## src/rtl/dcache_refill_ctrl_if.sv

```systemverilog
`default_nettype none
// ============================================================================
// Module      : dcache_refill_ctrl_if
// Description : Lookup, memory-read, data-array and tag/valid-array signals
//               of the Dcache refill controller.
// Revision    : 1.0 - initial release
// ============================================================================
interface dcache_refill_ctrl_if #(
    parameter int ADDR_WIDTH = 4,
    parameter int TAG_WIDTH  = 25,
    parameter int WORD_W     = 1,
    parameter int WAY        = 2
);
    logic                  req_valid;
    logic [ADDR_WIDTH-1:0] req_index;
    logic [TAG_WIDTH-1:0]  req_tag;
    logic [WAY-1:0]        hit;
    logic                  stall;
    logic                  mem_rd_req;
    logic [31:0]           mem_rd_addr;
    logic                  mem_rd_ready;
    logic                  mem_rd_valid;
    logic [31:0]           mem_rd_data;
    logic                  data_we;
    logic [ADDR_WIDTH-1:0] data_addr;
    logic [WORD_W-1:0]     data_offset;
    logic [31:0]           data_din;
    logic                  data_way_select;
    logic                  TagV_we;
    logic [ADDR_WIDTH-1:0] TagV_addr_write;
    logic [TAG_WIDTH:0]    TagV_din_write;
    logic                  TagV_way_select;
    logic                  refill_done;

    modport master (
        input  req_valid, req_index, req_tag, hit,
        input  mem_rd_ready, mem_rd_valid, mem_rd_data,
        output stall, mem_rd_req, mem_rd_addr,
        output data_we, data_addr, data_offset, data_din, data_way_select,
        output TagV_we, TagV_addr_write, TagV_din_write, TagV_way_select,
        output refill_done
    );

    modport slave (
        output req_valid, req_index, req_tag, hit,
        output mem_rd_ready, mem_rd_valid, mem_rd_data,
        input  stall, mem_rd_req, mem_rd_addr,
        input  data_we, data_addr, data_offset, data_din, data_way_select,
        input  TagV_we, TagV_addr_write, TagV_din_write, TagV_way_select,
        input  refill_done
    );
endinterface
`default_nettype wire

```

## src/rtl/dcache_refill_ctrl.sv

```systemverilog
`default_nettype none
// ============================================================================
// Module      : dcache_refill_ctrl
// Description : Write-through 2-way Dcache miss handler with per-set LRU bit.
// Revision    : 1.0 - initial release
// ============================================================================
module dcache_refill_ctrl #(
    parameter int ADDR_WIDTH = 4,
    parameter int TAG_WIDTH  = 25,
    parameter int LINE_WORDS = 2,
    parameter int WAY        = 2
) (
    input  wire logic         clk,
    input  wire logic         rstn,
    dcache_refill_ctrl_if.master bus
);
    localparam int c_WORD_W   = (LINE_WORDS > 1) ? $clog2(LINE_WORDS) : 1;
    localparam int c_OFFSET_W = $clog2(LINE_WORDS * 4);
    localparam int c_SETS     = 1 << ADDR_WIDTH;
    localparam logic [c_WORD_W-1:0] c_LAST_WORD = c_WORD_W'(LINE_WORDS - 1);

    typedef enum logic [1:0] {
        S_IDLE = 2'd0,
        S_REQ  = 2'd1,
        S_RECV = 2'd2,
        S_FILL = 2'd3
    } state_t;

    state_t                r_state;
    state_t                w_nextState;
    logic [c_SETS-1:0]     r_lru;
    logic [ADDR_WIDTH-1:0] r_index;
    logic [TAG_WIDTH-1:0]  r_tag;
    logic                  r_victim;
    logic [c_WORD_W-1:0]   r_count;
    logic                  r_dataWe;
    logic [ADDR_WIDTH-1:0] r_dataAddr;
    logic [c_WORD_W-1:0]   r_dataOffset;
    logic [31:0]           r_dataDin;
    logic                  r_dataWay;

    logic w_miss;
    logic w_hit;
    logic w_word;
    logic w_fill;

    assign w_miss = bus.req_valid & (bus.hit == '0);
    assign w_hit  = bus.req_valid & (|bus.hit);
    assign w_word = (r_state == S_RECV) & bus.mem_rd_valid;
    assign w_fill = (r_state == S_FILL);

    always_ff @(posedge clk or negedge rstn) begin
        if (!rstn) r_state <= S_IDLE;
        else       r_state <= w_nextState;
    end

    always_comb begin
        w_nextState = r_state;
        case (r_state)
            S_IDLE:  if (w_miss) w_nextState = S_REQ;
            S_REQ:   if (bus.mem_rd_ready) w_nextState = S_RECV;
            S_RECV:  if (w_word && r_count == c_LAST_WORD) w_nextState = S_FILL;
            S_FILL:  w_nextState = S_IDLE;
            default: w_nextState = S_IDLE;
        endcase
    end

    always_ff @(posedge clk or negedge rstn) begin
        if (!rstn) begin
            r_lru        <= '0;
            r_index      <= '0;
            r_tag        <= '0;
            r_victim     <= 1'b0;
            r_count      <= '0;
            r_dataWe     <= 1'b0;
            r_dataAddr   <= '0;
            r_dataOffset <= '0;
            r_dataDin    <= '0;
            r_dataWay    <= 1'b0;
        end else begin
            r_dataWe <= w_word;
            if (w_word) begin
                r_dataAddr   <= r_index;
                r_dataOffset <= r_count;
                r_dataDin    <= bus.mem_rd_data;
                r_dataWay    <= r_victim;
                r_count      <= r_count + 1'b1;
            end
            if (r_state == S_IDLE) begin
                if (w_miss) begin
                    r_index  <= bus.req_index;
                    r_tag    <= bus.req_tag;
                    r_victim <= r_lru[bus.req_index];
                    r_count  <= '0;
                end else if (w_hit) begin
                    // LRU bit names the victim: the way just used is protected;
                    // a multi-hit counts as a use of the highest way.
                    r_lru[bus.req_index] <= ~bus.hit[WAY-1];
                end
            end
            if (w_fill) r_lru[r_index] <= ~r_victim;
        end
    end

    assign bus.stall           = (r_state != S_IDLE) | w_miss;
    assign bus.mem_rd_req      = (r_state == S_REQ);
    assign bus.mem_rd_addr     = (r_state == S_REQ) ? {r_tag, r_index, {c_OFFSET_W{1'b0}}} : 32'd0;
    assign bus.data_we         = r_dataWe;
    assign bus.data_addr       = r_dataAddr;
    assign bus.data_offset     = r_dataOffset;
    assign bus.data_din        = r_dataDin;
    assign bus.data_way_select = r_dataWay;
    assign bus.TagV_we         = w_fill;
    assign bus.TagV_addr_write = w_fill ? r_index : '0;
    assign bus.TagV_din_write  = w_fill ? {1'b1, r_tag} : '0;
    assign bus.TagV_way_select = w_fill & r_victim;
    assign bus.refill_done     = w_fill;
endmodule
`default_nettype wire

```

## src/flat_wrapper.sv

```systemverilog
// flat-port wrapper written by rule: the top's interface ports become plain ports
module dcache_refill_ctrl_flat 
#(
    parameter int ADDR_WIDTH = 4,
    parameter int TAG_WIDTH  = 25,
    parameter int LINE_WORDS = 2,
    parameter int WAY        = 2
)
  (clk, rstn, bus_req_valid, bus_req_index, bus_req_tag, bus_hit, bus_mem_rd_ready, bus_mem_rd_valid, bus_mem_rd_data, bus_stall, bus_mem_rd_req, bus_mem_rd_addr, bus_data_we, bus_data_addr, bus_data_offset, bus_data_din, bus_data_way_select, bus_TagV_we, bus_TagV_addr_write, bus_TagV_din_write, bus_TagV_way_select, bus_refill_done);
  dcache_refill_ctrl_if #(.ADDR_WIDTH(ADDR_WIDTH), .TAG_WIDTH(TAG_WIDTH), .WORD_W(1), .WAY(WAY)) bus_i ();
  input  wire logic clk;
  input  wire logic rstn;
  input wire logic [$bits(bus_i.req_valid)-1:0] bus_req_valid;
  input wire logic [$bits(bus_i.req_index)-1:0] bus_req_index;
  input wire logic [$bits(bus_i.req_tag)-1:0] bus_req_tag;
  input wire logic [$bits(bus_i.hit)-1:0] bus_hit;
  input wire logic [$bits(bus_i.mem_rd_ready)-1:0] bus_mem_rd_ready;
  input wire logic [$bits(bus_i.mem_rd_valid)-1:0] bus_mem_rd_valid;
  input wire logic [$bits(bus_i.mem_rd_data)-1:0] bus_mem_rd_data;
  output wire logic [$bits(bus_i.stall)-1:0] bus_stall;
  output wire logic [$bits(bus_i.mem_rd_req)-1:0] bus_mem_rd_req;
  output wire logic [$bits(bus_i.mem_rd_addr)-1:0] bus_mem_rd_addr;
  output wire logic [$bits(bus_i.data_we)-1:0] bus_data_we;
  output wire logic [$bits(bus_i.data_addr)-1:0] bus_data_addr;
  output wire logic [$bits(bus_i.data_offset)-1:0] bus_data_offset;
  output wire logic [$bits(bus_i.data_din)-1:0] bus_data_din;
  output wire logic [$bits(bus_i.data_way_select)-1:0] bus_data_way_select;
  output wire logic [$bits(bus_i.TagV_we)-1:0] bus_TagV_we;
  output wire logic [$bits(bus_i.TagV_addr_write)-1:0] bus_TagV_addr_write;
  output wire logic [$bits(bus_i.TagV_din_write)-1:0] bus_TagV_din_write;
  output wire logic [$bits(bus_i.TagV_way_select)-1:0] bus_TagV_way_select;
  output wire logic [$bits(bus_i.refill_done)-1:0] bus_refill_done;
  assign bus_i.req_valid = bus_req_valid;
  assign bus_i.req_index = bus_req_index;
  assign bus_i.req_tag = bus_req_tag;
  assign bus_i.hit = bus_hit;
  assign bus_i.mem_rd_ready = bus_mem_rd_ready;
  assign bus_i.mem_rd_valid = bus_mem_rd_valid;
  assign bus_i.mem_rd_data = bus_mem_rd_data;
  assign bus_stall = bus_i.stall;
  assign bus_mem_rd_req = bus_i.mem_rd_req;
  assign bus_mem_rd_addr = bus_i.mem_rd_addr;
  assign bus_data_we = bus_i.data_we;
  assign bus_data_addr = bus_i.data_addr;
  assign bus_data_offset = bus_i.data_offset;
  assign bus_data_din = bus_i.data_din;
  assign bus_data_way_select = bus_i.data_way_select;
  assign bus_TagV_we = bus_i.TagV_we;
  assign bus_TagV_addr_write = bus_i.TagV_addr_write;
  assign bus_TagV_din_write = bus_i.TagV_din_write;
  assign bus_TagV_way_select = bus_i.TagV_way_select;
  assign bus_refill_done = bus_i.refill_done;
  dcache_refill_ctrl #(.ADDR_WIDTH(ADDR_WIDTH), .TAG_WIDTH(TAG_WIDTH), .LINE_WORDS(LINE_WORDS), .WAY(WAY)) u_core (.clk(clk), .rstn(rstn), .bus(bus_i));
endmodule
```

## config.mk

```make
export PLATFORM = sky130hd
export DESIGN_NAME = dcache_refill_ctrl_flat
export DESIGN_NICKNAME = d
export VERILOG_FILES = /design/src/rtl/dcache_refill_ctrl_if.sv /design/src/rtl/dcache_refill_ctrl.sv /design/src/flat_wrapper.sv
export SDC_FILE = /design/constraint.sdc
export NUM_CORES = 1
export LEC_CHECK = 0
export CORE_UTILIZATION = 29
export DETAILED_ROUTE_END_ITERATION = 16
export GPL_TIMING_DRIVEN = 0
export PLACE_DENSITY_LB_ADDON = 0.3
export SYNTH_ARGS = -nofsm -noshare
export SYNTH_HDL_FRONTEND = slang
export SYNTH_SLANG_ARGS = --single-unit
```

## constraint.sdc

```tcl
create_clock -name clk -period 6.37 [get_ports clk]
set_input_delay 1.274 -clock clk [delete_from_list [all_inputs] [get_ports clk]]
set_output_delay 1.274 -clock clk [all_outputs]
set_load 0.02 [all_outputs]
```

* Word-level counts from Yosys, hierarchy flattened *
Cells that the tools add are included.

operators by class
  add/subtract/negate cells = 1
  magnitude comparators = 4
  equality and inequality tests = 6
  mux-type cells = 22
  bitwise gates (word level) = 7
  reductions and logical operators = 9

operators with widths
  operator                                                            number
  2-to-1 mux 16 bit                                                   4
  bitwise mux 16 bit                                                  2
  2-to-1 mux 32 bit                                                   1
  2-to-1 mux 26 bit                                                   1
  less-than comparator 4 x 5 -> 1 bit (second input constant)         2
  demux 1 bit (select 4 bit)                                          2
  greater-or-equal comparator 4 x 1 -> 1 bit (second input constant)  2
  case mux 2 bit (4 select lines)                                     1
  2-to-1 mux 1 bit                                                    6
  2-to-1 mux 2 bit                                                    3
  bitwise AND 1 bit                                                   4
  binary-select mux 1 bit (select 4 bit)                              1
  == test 2 bit (second input constant)                               2
  logical NOT 2 bit                                                   2
  2-to-1 mux 4 bit                                                    1
  inequality test 2 bit (second input constant)                       2
  logical AND 1 bit                                                   3
  AND reduction 3 bit                                                 1
  == test 2 x 1 -> 1 bit (second input constant)                      1
  inequality test 2 x 1 -> 1 bit (second input constant)              1
  NOT 1 bit                                                           2
  AND reduction 2 bit                                                 1
  nonzero test 2 bit                                                  1
  OR reduction 2 bit                                                  1
  2 further kinds                                                     2

storage, ports and cells
  register bits after elaboration = 88
  input port bits = 68
  output and inout bits = 106

* Longest topological paths before layout *
  word-level depth = 10
  mapped depth = 10

* Worst setup path before layout *
Ideal clock, no wire load.

  path type = input -> output
  start = in bus_hit[1]
  end = out bus_stall
  data arrival time = 1.850 ns
  required time = 5.096 ns
  setup slack = 3.246 ns
  stages = 2
  path buffers = 0
  cells stage by stage = or3b_1 > nand2_1

between the ends
  word-level cells in the longest chain between the ends = 3

ends and longest elaborated chain
  element            RTL line                   source
  start, declared    flat_wrapper.sv:16         input wire logic [$bits(bus_i.hit)-1:0] bus_hit;
  logical NOT 2 bit  dcache_refill_ctrl.sv:47   assign w_miss = bus.req_valid & (bus.hit == '0);
  bitwise AND 1 bit  dcache_refill_ctrl.sv:47
  bitwise OR 1 bit   dcache_refill_ctrl.sv:105  assign bus.stall = (r_state != S_IDLE) | w_miss;
  end, declared      flat_wrapper.sv:20         output wire logic [$bits(bus_i.stall)-1:0] bus_stall;

Every way passes these cells.

* Final worst setup path *
  start = in bus_req_valid
  end = out bus_stall

between the ends
  word-level cells in the longest chain between the ends = 2

ends and longest elaborated chain
  element            RTL line                   source
  start, declared    flat_wrapper.sv:13         input wire logic [$bits(bus_i.req_valid)-1:0] bus_req_valid;
  bitwise AND 1 bit  dcache_refill_ctrl.sv:47
  bitwise OR 1 bit   dcache_refill_ctrl.sv:105

Every way passes these cells.

==> results.ini <==
[drt]
post_drt_via_cell_ratio = 4.94
detail_route.drc_violations = 0
vias = 3782
routed_wl_um = 12800
post_drt_wl_per_cell_um = 16.7
final_antenna_net_count = 0
first_iter_violations = 162
drt_first_pass_iters = 5

[logic_synthesis]
synth.yosys.seq_area_share_pct = 49.1
ys.flop_type = sky130_fd_sc_hd__dfrtp_1
ys_ff_latch = 88
synth_area_per_cell_um2 = 11.5
yosysTopAreaCellShare_pct = 49.1
syn-cell-area_um2 = 4490
async_flop_share_pct = 100
syn_warnings = 0
synthMostInstantiatedCell = sky130_fd_sc_hd__dfrtp_1
synth.distinct_cells = 44
ys_top_cells_by_count = 88 x sky130_fd_sc_hd__dfrtp_1, 64 x sky130_fd_sc_hd__mux2_2, 59 x sky130_fd_sc_hd__and2_1, 19 x sky130_fd_sc_hd__clkbuf_1, 18 x sky130_fd_sc_hd__nor2_1
synth_edf_count = 0
synthDominantAreaCellType = sky130_fd_sc_hd__dfrtp_1
synth.area.top_cells = sky130_fd_sc_hd__dfrtp_1 49%, sky130_fd_sc_hd__mux2_2 16%, sky130_fd_sc_hd__and2_1 8.2%
syn_inst = 390

[place]
detailed_place_hpwl_um = 9640
placement.setup.worst_slack_ps = 1980
port_buffers = 169
placed_area_um2 = 6450
gp_congestion = 0.853

[die]
die_area_um2 = 16000
initial_core_util_pct = 29.6
floorplan.rows = 45
chipHeight_um = 126
die_x_um = 126
top_level_ports = 174
core_region_area_um2 = 15100

[timing]
finalSetupTns_ps = 0
final.period_utilization_pct = 68.9
maxClockFrequency_ghz = 0.228
finalClockSkew_ps = 5.11
grt_setup_unrepaired = no
worst_pin_slew_ps = 591
timing.max_slew.rel_slack_pct = 60.6
setup_viol = 0
timing.final.max_slew_violations = 0
report.final.hold_viol_count = 0
period_needed_ps = 4390
final.setup.worst_slack_ps = 1980

[setup_path]
worstPathMaxFanout = 9
critical_path.slowest_cell = sky130_fd_sc_hd__clkdlybuf4s50_1
kind_of_start_point_of_the_critical_path = input pin
setup.worst_path.class = in -> out
reg2reg_setup_slack_ps = 3880
most_used_cell_cp = sky130_fd_sc_hd__clkdlybuf4s50_1
critical-path-max-stage-delay_ps = 640
rr_startpoint = u_core.r_state[0]
worst-endpoint-required_ps = 5100
worst_setup_path_end_kind = output pin
cpLargestDelayFamily = buffers and inverters
r2r_cells = 10
crit_path_buf_inv_count = 2
cp.arrival_ps = 3110
timing.critical_path.cells = clkdlybuf4s50_1 > or3b_1 > nand2_1 > clkdlybuf4s50_1
reg2reg_to = u_core.r_state[1]

[hold_path]
hp-class = reg -> reg
hold_path_end = u_core.bus.data_din[20]
min_delay_path_depth = 1
min-delay-start = u_core.bus.data_din[20]

[global_routing]
grt_start_max_net_pins = 57
globalRouteTotalUtil_pct = 16.4
grt_first_pass_wirelength_um = 20300
grt_antenna_before_repair = 0
globalRoute.totalOverflow = 0
vias_in_the_first_global_route = 3877

[clock_network]
cts_tree = yes
cts_buffer_depth = 2
cts.root.buffer_cell = sky130_fd_sc_hd__clkbuf_16
cts.reportedPaths.clkPinSlew_ps = 60
numCtsBuffers = 9
clock-sinks = 88
ctsHoldBuffers = 0
postCtsSetupRepairBufs = 0
htree_num_levels = 3
worst_skew_pair.late_latency_ps = 340
ctsResizeCount = 0

[status]
run_status = complete, no violations

[finish]
fillerInstances = 1449
area_delta_synth_final_pct = 51.0
drive_gt1_share_pct = 17.5
final_area_um2 = 6780
number_of_inserted_diodes = 0
design.final.nets = 647

[power]
power.ir.vdd_worst_mv = 0.256
cellPowerDensity_nw_per_um2 = 485
p_leak_nw = 2.74

[run]
cap_viol_max_count = 0

-- per-stage QoR --
step                      hold slack (ps)  total power [mW]  util, %  cells
after floorplan                       464              1.92        -    392
after global placement                485              2.68     42.4    749
after detailed placement              493              2.72     42.6    750
after CTS                             507              3.33     44.8    766
after global routing                  522              3.48     44.8    766
final                                 504              3.29     44.8    766
-- area by class of cell --
cell class | instances | area [um^2] | share of cell area, %
inverter | 6 | 22.5 | 0.332
sequential | 88 | 2200 | 32.5
clock buffer | 11 | 253 | 3.73
tap | 188 | 235 | 3.47
multi-input combinational | 265 | 2110 | 31.2
buffer | 33 | 159 | 2.34
clock inverter | 5 | 78.8 | 1.16
timing repair buffer | 170 | 1720 | 25.3
-- layout by cell type (no fill, tap or decap), types with 3 or more instances in the layout --
| cell type | instances |
|---|---|
| sky130_fd_sc_hd__mux4_2 | 3 |
| sky130_fd_sc_hd__ha_1 | 6 |
| sky130_fd_sc_hd__nand3b_1 | 5 |
| sky130_fd_sc_hd__nor3_1 | 3 |
| sky130_fd_sc_hd__nor2_1 | 18 |
| sky130_fd_sc_hd__o31ai_1 | 16 |
| sky130_fd_sc_hd__inv_1 | 6 |
| sky130_fd_sc_hd__clkdlybuf4s50_1 | 168 |
| sky130_fd_sc_hd__clkbuf_1 | 19 |
| sky130_fd_sc_hd__buf_2 | 7 |
| sky130_fd_sc_hd__conb_1 | 3 |
| sky130_fd_sc_hd__and3_1 | 6 |
| sky130_fd_sc_hd__a31oi_1 | 7 |
| sky130_fd_sc_hd__dfrtp_1 | 88 |
| sky130_fd_sc_hd__or3_1 | 6 |
| sky130_fd_sc_hd__nand3_1 | 4 |
| sky130_fd_sc_hd__nand2_1 | 7 |
| sky130_fd_sc_hd__and4b_1 | 4 |
| sky130_fd_sc_hd__nand2b_1 | 4 |
| sky130_fd_sc_hd__mux2_2 | 64 |
| sky130_fd_sc_hd__nor2b_1 | 4 |
| sky130_fd_sc_hd__a21oi_1 | 9 |
| sky130_fd_sc_hd__and2_1 | 59 |
| sky130_fd_sc_hd__buf_4 | 6 |
| sky130_fd_sc_hd__mux2_1 | 4 |
| sky130_fd_sc_hd__or4_1 | 10 |
| sky130_fd_sc_hd__clkbuf_16 | 9 |
-- power by group --
group          internal [mW]  switching, mW  total, mW
Sequential             0.840          0.182       1.02
Clock                  0.364          0.221      0.586
Combinational          0.860          0.819       1.68
-- registers in the layout (all words and copies together), names as in the netlist --
name / cells
u_core.r_lru: 16
u_core.bus.data_way_select: 1
u_core.bus.data_addr: 4
u_core.r_count: 1
u_core.r_state: 2
u_core.bus.data_offset: 1
u_core.r_tag: 25
u_core.bus.data_we: 1
u_core.r_victim: 1
u_core.bus.data_din: 32
u_core.r_index: 4
-- how the worst max path moves through the flow --
stage	from	slack, ps	depth (start not counted)	to
6_report	bus_req_valid	1980	4	bus_stall
5_1_grt	bus_req_valid	1910	4	bus_stall
4_1_cts	bus_req_valid	1970	4	bus_stall
3_5_place_dp	bus_req_valid	1980	4	bus_stall
3_3_place_gp	rstn	700	1	u_core.bus.data_din[28]
2_1_floorplan	bus_hit[1]	3250	2	bus_stall
-- cell families (layout without fill, tap and decap cells) --
group,after synthesis,after routing,synth area share [%]
multiplexers,73,73,19.0
other,1,3,0.0836
adder cells (fa/ha/maj),6,6,1.67
AO/OA/AOI/OAI,38,38,5.97
AND/OR/NAND/NOR,145,145,20.2
flip-flops,88,88,49.1
buffers and inverters,39,225,4.04
-- layer usage --
layer	wire length, um	vias to the layer above	track usage, %
li1	-	1743	-
met1	5080	1856	19.5
met2	6200	168	27.2
met3	1310	15	6.20
met4	159	0	5.24
met5	0	-	0
Power figures use the tool's default switching activity.
